`config.mk`:
```
export PLATFORM = sky130hd
export DESIGN_NAME = psum_drain
export DESIGN_NICKNAME = d
export VERILOG_FILES = /design/src/rtl/psum_drain.sv
export SDC_FILE = /design/constraint.sdc
export NUM_CORES = 1
export LEC_CHECK = 0
export ABC_AREA = 1
export CORE_MARGIN = 5
export CORE_UTILIZATION = 53
export DETAILED_ROUTE_END_ITERATION = 6
export PLACE_DENSITY = 0.85
export SETUP_SLACK_MARGIN = 0.05
export SLEW_MARGIN = 20
export SYNTH_ARGS = -nofsm -noshare
export SYNTH_HDL_FRONTEND = slang
export SYNTH_SLANG_ARGS = --single-unit
```
`constraint.sdc`:
```
create_clock -name clk -period 23.5 [get_ports clk]
set_input_delay 2.35 -clock clk [delete_from_list [all_inputs] [get_ports clk]]
set_output_delay 2.35 -clock clk [all_outputs]
set_load 0.005 [all_outputs]
```
`src/rtl/psum_drain.sv`:
```
// Accumulator-side sequencer for the output-stationary MAC array: times a pass,
// snapshots the accumulators, streams them row-major on valid/ready, then clears the array.
module psum_drain #(
  parameter int ROWS    = 4,
  parameter int COLS    = 4,
  parameter int BW      = 8,
  parameter int K_MAX   = 8,
  parameter int BW_PSUM = 2*BW + $clog2(K_MAX)
) (
  input  logic                          clk,
  input  logic                          rst,
  input  logic                          start,
  input  logic [$clog2(K_MAX+1)-1:0]    k_len,
  input  logic [ROWS*COLS*BW_PSUM-1:0]  accum_in,
  output logic                          arr_clr,
  output logic [BW_PSUM-1:0]            out_data,
  output logic [$clog2(ROWS)-1:0]       out_row,
  output logic [$clog2(COLS)-1:0]       out_col,
  output logic                          out_valid,
  input  logic                          out_ready,
  output logic                          out_last,
  output logic                          busy,
  output logic                          done
);

  localparam int RW = $clog2(ROWS);
  localparam int CW = $clog2(COLS);
  localparam int TW = $clog2(K_MAX + ROWS + COLS);

  typedef enum logic [1:0] {IDLE, WAIT, DRAIN, CLEAR} state_t;

  state_t             state, state_nx;
  logic [TW-1:0]      cnt;
  logic [RW-1:0]      row;
  logic [CW-1:0]      col;
  logic [BW_PSUM-1:0] snap [ROWS][COLS];
  logic               at_end;
  logic               capture;
  logic               beat_hs;

  assign at_end  = (row == RW'(ROWS-1)) && (col == CW'(COLS-1));
  assign capture = (state == WAIT) && (cnt == TW'(1));
  assign beat_hs = out_valid && out_ready;
  assign out_row = row;
  assign out_col = col;

  always_ff @(posedge clk) begin
    if (!rst) state <= IDLE;
    else      state <= state_nx;
  end

  always_comb begin
    state_nx  = state;
    arr_clr   = 1'b0;
    done      = 1'b0;
    busy      = 1'b1;
    out_valid = 1'b0;
    out_last  = 1'b0;
    out_data  = '0;
    case (state)
      IDLE: begin
        busy = 1'b0;
        if (start) state_nx = (k_len == '0) ? CLEAR : WAIT;
      end
      WAIT: begin
        if (cnt == TW'(1)) state_nx = DRAIN;
      end
      DRAIN: begin
        out_valid = 1'b1;
        out_data  = snap[row][col];
        out_last  = at_end;
        if (out_ready && at_end) state_nx = CLEAR;
      end
      CLEAR: begin
        arr_clr  = 1'b1;
        done     = 1'b1;
        state_nx = IDLE;
      end
      default: state_nx = IDLE;
    endcase
    // Array is held clear for as long as reset is asserted.
    if (!rst) arr_clr = 1'b1;
  end

  // Wait counter and drain index; the counter load doubles as the k_len latch.
  always_ff @(posedge clk) begin
    if (!rst) begin
      cnt <= '0;
      row <= '0;
      col <= '0;
    end else begin
      case (state)
        IDLE: begin
          if (start && (k_len != '0))
            cnt <= TW'(k_len) + TW'(ROWS + COLS - 1);
        end
        WAIT: begin
          cnt <= cnt - TW'(1);
          if (capture) begin
            row <= '0;
            col <= '0;
          end
        end
        DRAIN: begin
          if (beat_hs) begin
            if (col == CW'(COLS-1)) begin
              col <= '0;
              row <= at_end ? '0 : row + RW'(1);
            end else begin
              col <= col + CW'(1);
            end
          end
        end
        default: ;
      endcase
    end
  end

  always_ff @(posedge clk) begin
    if (capture) begin
      for (int unsigned i = 0; i < ROWS; i++)
        for (int unsigned j = 0; j < COLS; j++)
          snap[i][j] <= accum_in[(i*COLS + j)*BW_PSUM +: BW_PSUM];
    end
  end

endmodule

```
## Word level (Yosys, flattened, before mapping)

Memories as Yosys holds them, arrays and structs flattened. A register that Yosys moved wholly into a read port is not among the register bits.
Index checks and enable logic that the tools add are counted.

- Multiply operators: 0
- $lt $le $gt $ge: 1
- Shift operators: 0
- Bitwise logic cells: 1
- Div/mod/pow operators: 0
- Eq/ne operators: 13
- Muxes and demuxes: 28
- Reductions and logical operators: 14
- $add $sub $neg: 4

Operator list:

| kind | number |
|---|---|
| $mux 19 | 3 |
| $bmux 19 s2 | 1 |
| $mux 2 | 12 |
| $ne 2x2->1 const B | 6 |
| $eq 2x2->1 const B | 4 |
| $pmux 2 s2 | 2 |
| $pmux 2 s4 | 1 |
| $pmux 4 s2 | 1 |
| $mux 1 | 7 |
| $reduce_and 3->1 | 2 |
| $logic_and 1x1->1 | 5 |
| $add 2x1->2 const B | 2 |
| $add 4x3->4 const B | 1 |
| $eq 4x1->1 const B | 1 |
| $logic_not 4->1 | 1 |
| $mux 4 | 1 |
| $reduce_and 4->1 | 1 |
| $reduce_bool 2->1 | 2 |
| $reduce_bool 4->1 | 1 |
| $sub 4x1->4 const B | 1 |
| $ge 3x3->1 const B | 1 |
| $not 2->3 | 1 |
| $eq 2x1->1 const B | 1 |
| $logic_not 2->1 | 1 |
| other kinds (2) | 2 |

- RAM bits: 304
- Logic and storage cells: 66
- Memory bits (read-only): 0
- Memories: 1
- Output and inout port bits: 28
- Flip-flop bits (word level): 10
- Latch bits: 0
- Bits of input ports: 312

Memories:

| name | depth | bits a word | rd ports | clocked after Yosys merged registers in | write ports | line | source |
|---|---|---|---|---|---|---|---|
| snap | 4 | 76 | 1 | 1 | 4 | 36 | `logic [BW_PSUM-1:0] snap [ROWS][COLS];` |

## Longest topological paths before layout

Gate-level depths: netlist of run 1.

- Depth after elaboration: 8
- Depth in mapped cells: 10
- Gate-level depth less buffers: 10

## Worst setup path before layout of run 1

Ideal clock, no wire load.

- Kind: register to register
- From: reg state[1]
- To: mem snap[0][0] (netlist name), enable pin
- Arrival time: 13.369 ns
- Buffers on the path: 0
- Clock period less this slack: 14.343 ns
- Stages on the path, launching flop included: 5
- Data required time: 22.525 ns
- Setup slack: 9.157 ns
- Library setup time: 0.975 ns
- Cells stage by stage: dfxtp_1 inv_1 ha_1 inv_1 nor2_1

RTL lines:

| element | line | source |
|---|---|---|
| start: declaration | 32 | `state_t state, state_nx;` |
| start signal: assignment | 49 | `else state <= state_nx;` |
| end: declaration | 36 |  |

## Worst setup path in the final report of run 1

- From: in rst
- To: out arr_clr

- Cells in the longest elaborated chain, start to end: 1

Ends and longest elaborated chain:

| element | line | source |
|---|---|---|
| start: declaration | 11 | `input logic rst,` |
| $mux 1 | 82 | `if (!rst) arr_clr = 1'b1;` |
| end: declaration | 15 | `output logic arr_clr,` |

Every way passes these cells.

==> results of run 1 <==
routing by layer:
layer	wire length (um)	global-route usage (%)
met4	1780	11.7
met2	20400	47.1
met5	0	0
met1	14900	32.7
met3	3700	6.13
final cells by class:
type                    instances  area, sq um
diodes                          4         10.0
multi-input cells             744         3210
well taps                     330          413
clock buffers                  41          898
inverters                     179          674
flip-flops and latches        316         9380
clock inverters                16          105
repair buffers                351         3490
fillers                      1674         7000
worst min-delay path by stage:
stage	cells after the start	end	startpoint
6_report	2	cnt[2]	cnt[2]
5_1_grt	2	cnt[2]	cnt[2]
4_1_cts	2	cnt[2]	cnt[2]
3_5_place_dp	2	cnt[2]	cnt[2]
3_3_place_gp	2	cnt[2]	cnt[2]
2_1_floorplan	2	cnt[2]	cnt[2]
cells by family (layout without fill, tap and decap cells):
family | after synthesis | count (layout)
flops | 316 | 316
simple gates | 690 | 690
xor+xnor | 1 | 1
fa+ha+maj | 10 | 10
other cells | 0 | 4
mux | 1 | 1
compound gates | 42 | 42
buf+inv | 243 | 587
critical path: stages:
cell and delay, ps:
clkdlybuf4s50_1 590, inv_1 170, or2_2 320, clkdlybuf4s50_1 460
power by group through the flow:
stage               sequential (uW)  clock (uW)  combinational [uW]
floorplan                       725           0                 201
global placement                708           0                 339
detailed placement              710           0                 347
CTS                             699         496                 349
global route                    702         520                 382
finish                          698         491                 350
per-stage QoR:
stage | std cells | area [sq um] | hold slack [ps]
after CTS | 1977 | 18200 | 516
after global routing | 1981 | 18200 | 561
after detailed placement | 1920 | 17200 | 507
final | 1981 | 18200 | 521
after global placement | 1920 | 17200 | 500
after floorplan | 1303 | 13600 | 471
registers in the layout (all words and copies together) (netlist names), named ones only:
| signal | cells |
|---|---|
| cnt | 4 |
| state | 2 |
| out_row | 2 |
| out_col | 2 |
| snap | 304 |
layout by cell type, fill, tap and decap left out, types with 3 or more instances in the layout:
cell type | synthesis | final
ha_1 | 10 | 10
clkinv_1 | 1 | 10
clkbuf_1 | 18 | 6
clkbuf_16 | 0 | 35
diode_2 | 0 | 4
inv_1 | 175 | 174
nand2_1 | 475 | 475
dfxtp_1 | 12 | 8
nand3_1 | 198 | 198
nor2_1 | 10 | 9
buf_4 | 11 | 11
clkinv_2 | 0 | 4
clkdlybuf4s50_1 | 0 | 339
o21ai_0 | 11 | 11
nor3_1 | 3 | 3
edfxtp_1 | 304 | 304
a21oi_1 | 30 | 30
==> flow_metrics.env, run 1 <==
export IMPL_outcome="complete, but fails checks"
export IMPL_violations="DRC"
export IMPL_p_int_uw=1090
export IMPL_synth_xor_xnor_area_share_pct=0.0645
export IMPL_cts_num_sinks=316
export IMPL_largest_family_of_logic_cells_by_synthesized_area="simple AND/OR/NAND/NOR gates"
export IMPL_r2r_cells=6
export IMPL_drt_pass1_iter_count=7
export IMPL_totalWireLength_mm=40.8
export IMPL_synth_seq_area_share_pct=69.0
export IMPL_synth_edf_count=304
export IMPL_crit_required_ps=21150
export IMPL_synthSimpleGateAreaFrac_pct=21.0
export IMPL_first_global_vias=10700
export IMPL_timing_worst_slew_pin_value_ps=1080
export IMPL_portBuffers=339
export IMPL_number_of_buffers_added_by_the_clock_tree_synthesis_step=34
export IMPL_place_ws_ps=17290
export IMPL_synthTopCellsByArea="edfxtp_1 (67%), nand2_1 (13%), nand3_1 (7.3%)"
export IMPL_ant_nets=0
export IMPL_syn_instance_count=1303
export IMPL_total_power_uw=1540
export IMPL_holdCritPathClass="reg2reg"
export IMPL_final_layout_size_suffix_gt1_share_pct=3.95
export IMPL_clock_root_buffer="clkbuf_16"
export IMPL_combinationalPowerShare_pct=22.7
export IMPL_setup_viol=0
export IMPL_synthFlopType="edfxtp_1"
export IMPL_leakagePower_uw=0.00734
export IMPL_place_detailed_hpwl_mm=28.5
export IMPL_synthToLayoutAreaGrowth_pct=33.8
export IMPL_clock_skew_final_ps=16.3
export IMPL_rsz_0062_raised_after_global_routing="no"
export IMPL_yosys_top_cells_count="nand2_1 (475), edfxtp_1 (304), nand3_1 (198), inv_1 (175), a21oi_1 (30)"
export IMPL_cp_start_kind="input port"
export IMPL_timing_max_slew_rel_slack_pct=28.3
export IMPL_floorplan_rows=58
export IMPL_arrival_ps=3890
export IMPL_muxShareOfSynthArea_pct=0.0737
export IMPL_boundaryPins=340
export IMPL_cts_max_level=2
export IMPL_placeableCoreArea_sq_um=25200
export IMPL_cts_hold_repair_buffers=0
export IMPL_reg2reg_slack_ps=19670
export IMPL_clock_path_buffers=3
export IMPL_final_hold_violation_count=0
export IMPL_cts_repair_resize_count=0
export IMPL_switching_share_pct=29.0
export IMPL_cts_reportedPaths_clkPinSlew_ps=60
export IMPL_drt_drc_violations_left=31
export IMPL_finish_utilization_pct=72.2
export IMPL_grt_usage_pct=27.2
export IMPL_adder_cell_fraction_of_synth_area_pct=0.921
export IMPL_antenna_violations_before_repair=4
export IMPL_yosys_warnings=0
export IMPL_pwr_share_clk_pct=31.9
export IMPL_yosysTopAreaCellShare_pct=67.2
export IMPL_initial_utilization_pct=53.9
export IMPL_p_seq_share_pct=45.4
export IMPL_r2r_end="snap[2][18]"
export IMPL_synthesis_area_per_instance_sq_um=10.4
export IMPL_post_route_worst_setup_slack_ps=17260
export IMPL_postSynthRegisterBits=316
export IMPL_yosys_cell_count_top_type="nand2_1"
export IMPL_synth_net_count=1625
export IMPL_floorplan_die_area_sq_um=28900
export IMPL_fraction_of_the_cycle_the_final_worst_path_needs_pct=26.5
export IMPL_async_reset_ff_share_pct=0
export IMPL_cts_tree="done"
export IMPL_gp_congestion=0.928
export IMPL_synthDominantAreaCellType="edfxtp_1"
export IMPL_synth_compound_area_share_pct=1.55
export IMPL_final_min_clock_period_ps=6240
export IMPL_timing_critical_path_to="arr_clr"
export IMPL_final_setup_tns_ps=0
export IMPL_power_density_nw_per_um2=84.7
export IMPL_p_sw_uw=446
export IMPL_final_net_count=1948
export IMPL_synth_area_sq_um=13600
export IMPL_r2r_start="state[1]"
export IMPL_vias_post_dr=10500
export IMPL_worst_setup_path_startpoint="rst"
export IMPL_clkLatencyLatePin_ps=510
export IMPL_die_h_um=170
export IMPL_largest_net_degree_at_the_start_of_global_routing=95
export IMPL_max_freq_mhz=160
export IMPL_max_fanout_on_critical_path=7
export IMPL_die_w_um=170
export IMPL_endpoint_kind="output port"
export IMPL_initialDrtViolationCount=1170
export IMPL_post_synth_num_cell_types=24
export IMPL_grt_pass1_wl_mm=59.2
export IMPL_drt_vias_per_instance=5.28
export IMPL_globalRouteOverflowTotal=0
export IMPL_vdd_ir_drop_max_mv=0.0731
export IMPL_detail_route_wl_per_cell_um=20.6
export IMPL_report_final_slew_viol_count=0
export IMPL_criticalPathCategory="in2out"
export IMPL_maxCapViolations=0
export IMPL_post_cts_repair_setup_buffers=0
No activity file was read; power rests on OpenSTA's default activity.
==> inputs of run 2 (changes only) <==
- CORE_UTILIZATION: 53 -> 50
- PLACE_DENSITY: 0.85 -> 0.81
- clock period: 23.5 -> 6.3 ns (I/O delays scaled with it)
==> run 2 against run 1 <==
  * The flow now finishes without violations
  * Cell count increased by 0.40%
  * Highest routed layer unchanged
  * Non-clock buffer count fell by 5
  * Sequential share of layout area is 0.34 points lower
  * Design area increased by 0.64%
  * Routed wire length up 2.4%
  * Global-route usage shrank 0.63 points
  * Sequential power increased to 3.8 times the previous value
  * Via count is 0.68% higher
  * Clock skew increased by 7.6 ps
  * Critical path type is now reg2out
==> flow_metrics.env, run 2 (synthesized netlist as in run 1, its figures left out) <==
export IMPL_outcome="completed"
export IMPL_final_net_count=1944
export IMPL_fraction_of_the_cycle_the_final_worst_path_needs_pct=72.7
export IMPL_final_common_cell="nand2_1"
export IMPL_p_int_uw=4250
export IMPL_leakagePower_uw=0.00738
export IMPL_vias_post_dr=10500
export IMPL_grt_pass1_wl_mm=61.5
export IMPL_cpPeakStageDelay_ps=940
export IMPL_critical_path_cell_count=7
export IMPL_totalWireLength_mm=41.7
export IMPL_cts_hold_repair_buffers=0
export IMPL_ff_latch_area_sq_um=9380
export IMPL_cts_num_sinks=316
export IMPL_floorplan_rows=60
export IMPL_die_w_um=175
export IMPL_max_fanout_on_critical_path=77
export IMPL_p_sw_uw=1690
export IMPL_final_layout_size_suffix_gt1_share_pct=3.89
export IMPL_clock_path_buffers=3
export IMPL_highest_signal_layer="met4"
export IMPL_timing_worst_slew_pin_value_ps=1000
export IMPL_initial_utilization_pct=50.5
export IMPL_met3WireLength_mm=3.84
export IMPL_initialDrtViolationCount=956
export IMPL_worst_path_cell_with_the_longest_stage_delay="dfxtp_4"
export IMPL_boundaryPins=340
export IMPL_report_final_slew_viol_count=0
export IMPL_power_density_nw_per_um2=325
export IMPL_r2r_start="state[1]"
export IMPL_post_cts_repair_setup_buffers=0
export IMPL_cts_repair_resize_count=0
export IMPL_hp_start="cnt[2]"
export IMPL_globalRouteOverflowTotal=0
export IMPL_wl_met2_mm=20.9
export IMPL_clock_root_buffer="clkbuf_16"
export IMPL_final_min_clock_period_ps=4580
export IMPL_multi_input_gate_area_sq_um=3210
export IMPL_placeableCoreArea_sq_um=26900
export IMPL_portBuffers=339
export IMPL_ant_nets=0
export IMPL_cts_tree="done"
export IMPL_holdCritPathClass="reg2reg"
export IMPL_number_of_buffers_added_by_the_clock_tree_synthesis_step=35
export IMPL_hold_path_cells=2
export IMPL_rsz_0062_raised_after_global_routing="no"
export IMPL_endpoint_kind="output port"
export IMPL_combinationalPowerShare_pct=21.4
export IMPL_pwr_share_clk_pct=34.1
export IMPL_cts_max_level=2
export IMPL_cp_start_kind="flip-flop"
export IMPL_setup_viol=0
export IMPL_floorplan_die_area_sq_um=30600
export IMPL_reg_top3="snap: 304 flops, cnt: 4 flops"
export IMPL_antenna_violations_before_repair=3
export IMPL_final_hold_violation_count=0
export IMPL_final_cell_mix="nand2_1 (475), clkdlybuf4s50_1 (339), edfxtp_1 (304)"
export IMPL_drt_vias_per_instance=5.30
export IMPL_critical_path_top_delay_family="buffers and inverters"
export IMPL_arrival_ps=3950
export IMPL_crit_required_ps=5670
export IMPL_gp_congestion=0.877
export IMPL_final_setup_tns_ps=0
export IMPL_cts_reportedPaths_clkPinSlew_ps=60
export IMPL_fillers=1943
export IMPL_finish_utilization_pct=68.1
export IMPL_switching_share_pct=28.4
export IMPL_drt_pass1_iter_count=6
export IMPL_p_seq_share_pct=44.5
export IMPL_timing_critical_path_cells="clkinv_2 > buf_4 > nand3_1 > nand3_1 > nand3_1 > a21oi_1 > clkdlybuf4s50_1"
export IMPL_largest_net_degree_at_the_start_of_global_routing=176
export IMPL_synthToLayoutAreaGrowth_pct=34.7
export IMPL_crit_path_frequent_cell="nand3_1"
export IMPL_detail_route_wl_per_cell_um=21.0
export IMPL_r2r_cells=6
export IMPL_vdd_ir_drop_max_mv=0.178
export IMPL_first_global_vias=10600
export IMPL_clock_skew_final_ps=23.8
export IMPL_max_freq_mhz=218
export IMPL_drt_drc_violations_left=0
export IMPL_largest_register_ffs=304
export IMPL_total_buffers_and_inverters_traversed_by_the_critical_path=3
export IMPL_die_h_um=175
export IMPL_place_detailed_hpwl_mm=29.6
export IMPL_clkLatencyLatePin_ps=510
export IMPL_maxCapViolations=0
export IMPL_criticalPathCategory="reg2out"
export IMPL_timing_max_slew_rel_slack_pct=33.2
export IMPL_grt_usage_pct=26.5
export IMPL_m1WireLength_mm=15.2
export IMPL_register_bank_with_the_most_flops="snap"
[run 2: layer usage]
metal / vias up / global-route usage, %
li1: 4907 / -
met1: 4964 / 32.5
met2: 565 / 45.4
met3: 96 / 6.58
met4: 0 / 10.7
met5: - / 0
[run 2: stage by stage]
| step | cells | instance area [sq um] | total power, uW | setup WS, ps | hold slack (ps) |
|---|---|---|---|---|---|
| finish | 1989 | 18300 | 5940 | 1720 | 525 |
| floorplan | 1303 | 13600 | 3380 | 571 | 471 |
| global placement | 1926 | 17200 | 3910 | 2270 | 485 |
| global route | 1989 | 18300 | 6200 | 1420 | 548 |
| CTS | 1986 | 18300 | 5970 | 1660 | 519 |
| detailed placement | 1926 | 17200 | 3940 | 2220 | 519 |
[run 2: layout make-up]
type                    count  share of cell area, %
well taps                 341                   2.33
diodes                      3                 0.0410
multi-input cells         744                   17.6
clock inverters            17                   1.24
inverters                 179                   3.72
flip-flops and latches    316                   51.3
clock buffers              43                   4.95
repair buffers            346                   18.9
[run 2: worst paths after layout]
check / endpoint / slack (ps)
worst max-delay path: out_data[7] / 1720
worst max register to register: snap[2][45] / 3210
worst min register to register: cnt[2] / 530
worst min-delay path: cnt[2] / 530
[run 2: power groups by stage]
| stage | combinational, uW | sequential, uW | clock (uW) |
|---|---|---|---|
| 2_1_floorplan | 752 | 2630 | 0 |
| 3_3_place_gp | 1230 | 2680 | 0 |
| 3_5_place_dp | 1260 | 2690 | 0 |
| 4_1_cts | 1270 | 2640 | 2060 |
| 5_1_grt | 1390 | 2660 | 2150 |
| 6_report | 1270 | 2640 | 2030 |
[run 2: worst min-delay path, stage by stage (launching register included)]
cell and delay, ps:
dfxtp_1 330, nand2_1 80, a21oi_1 60
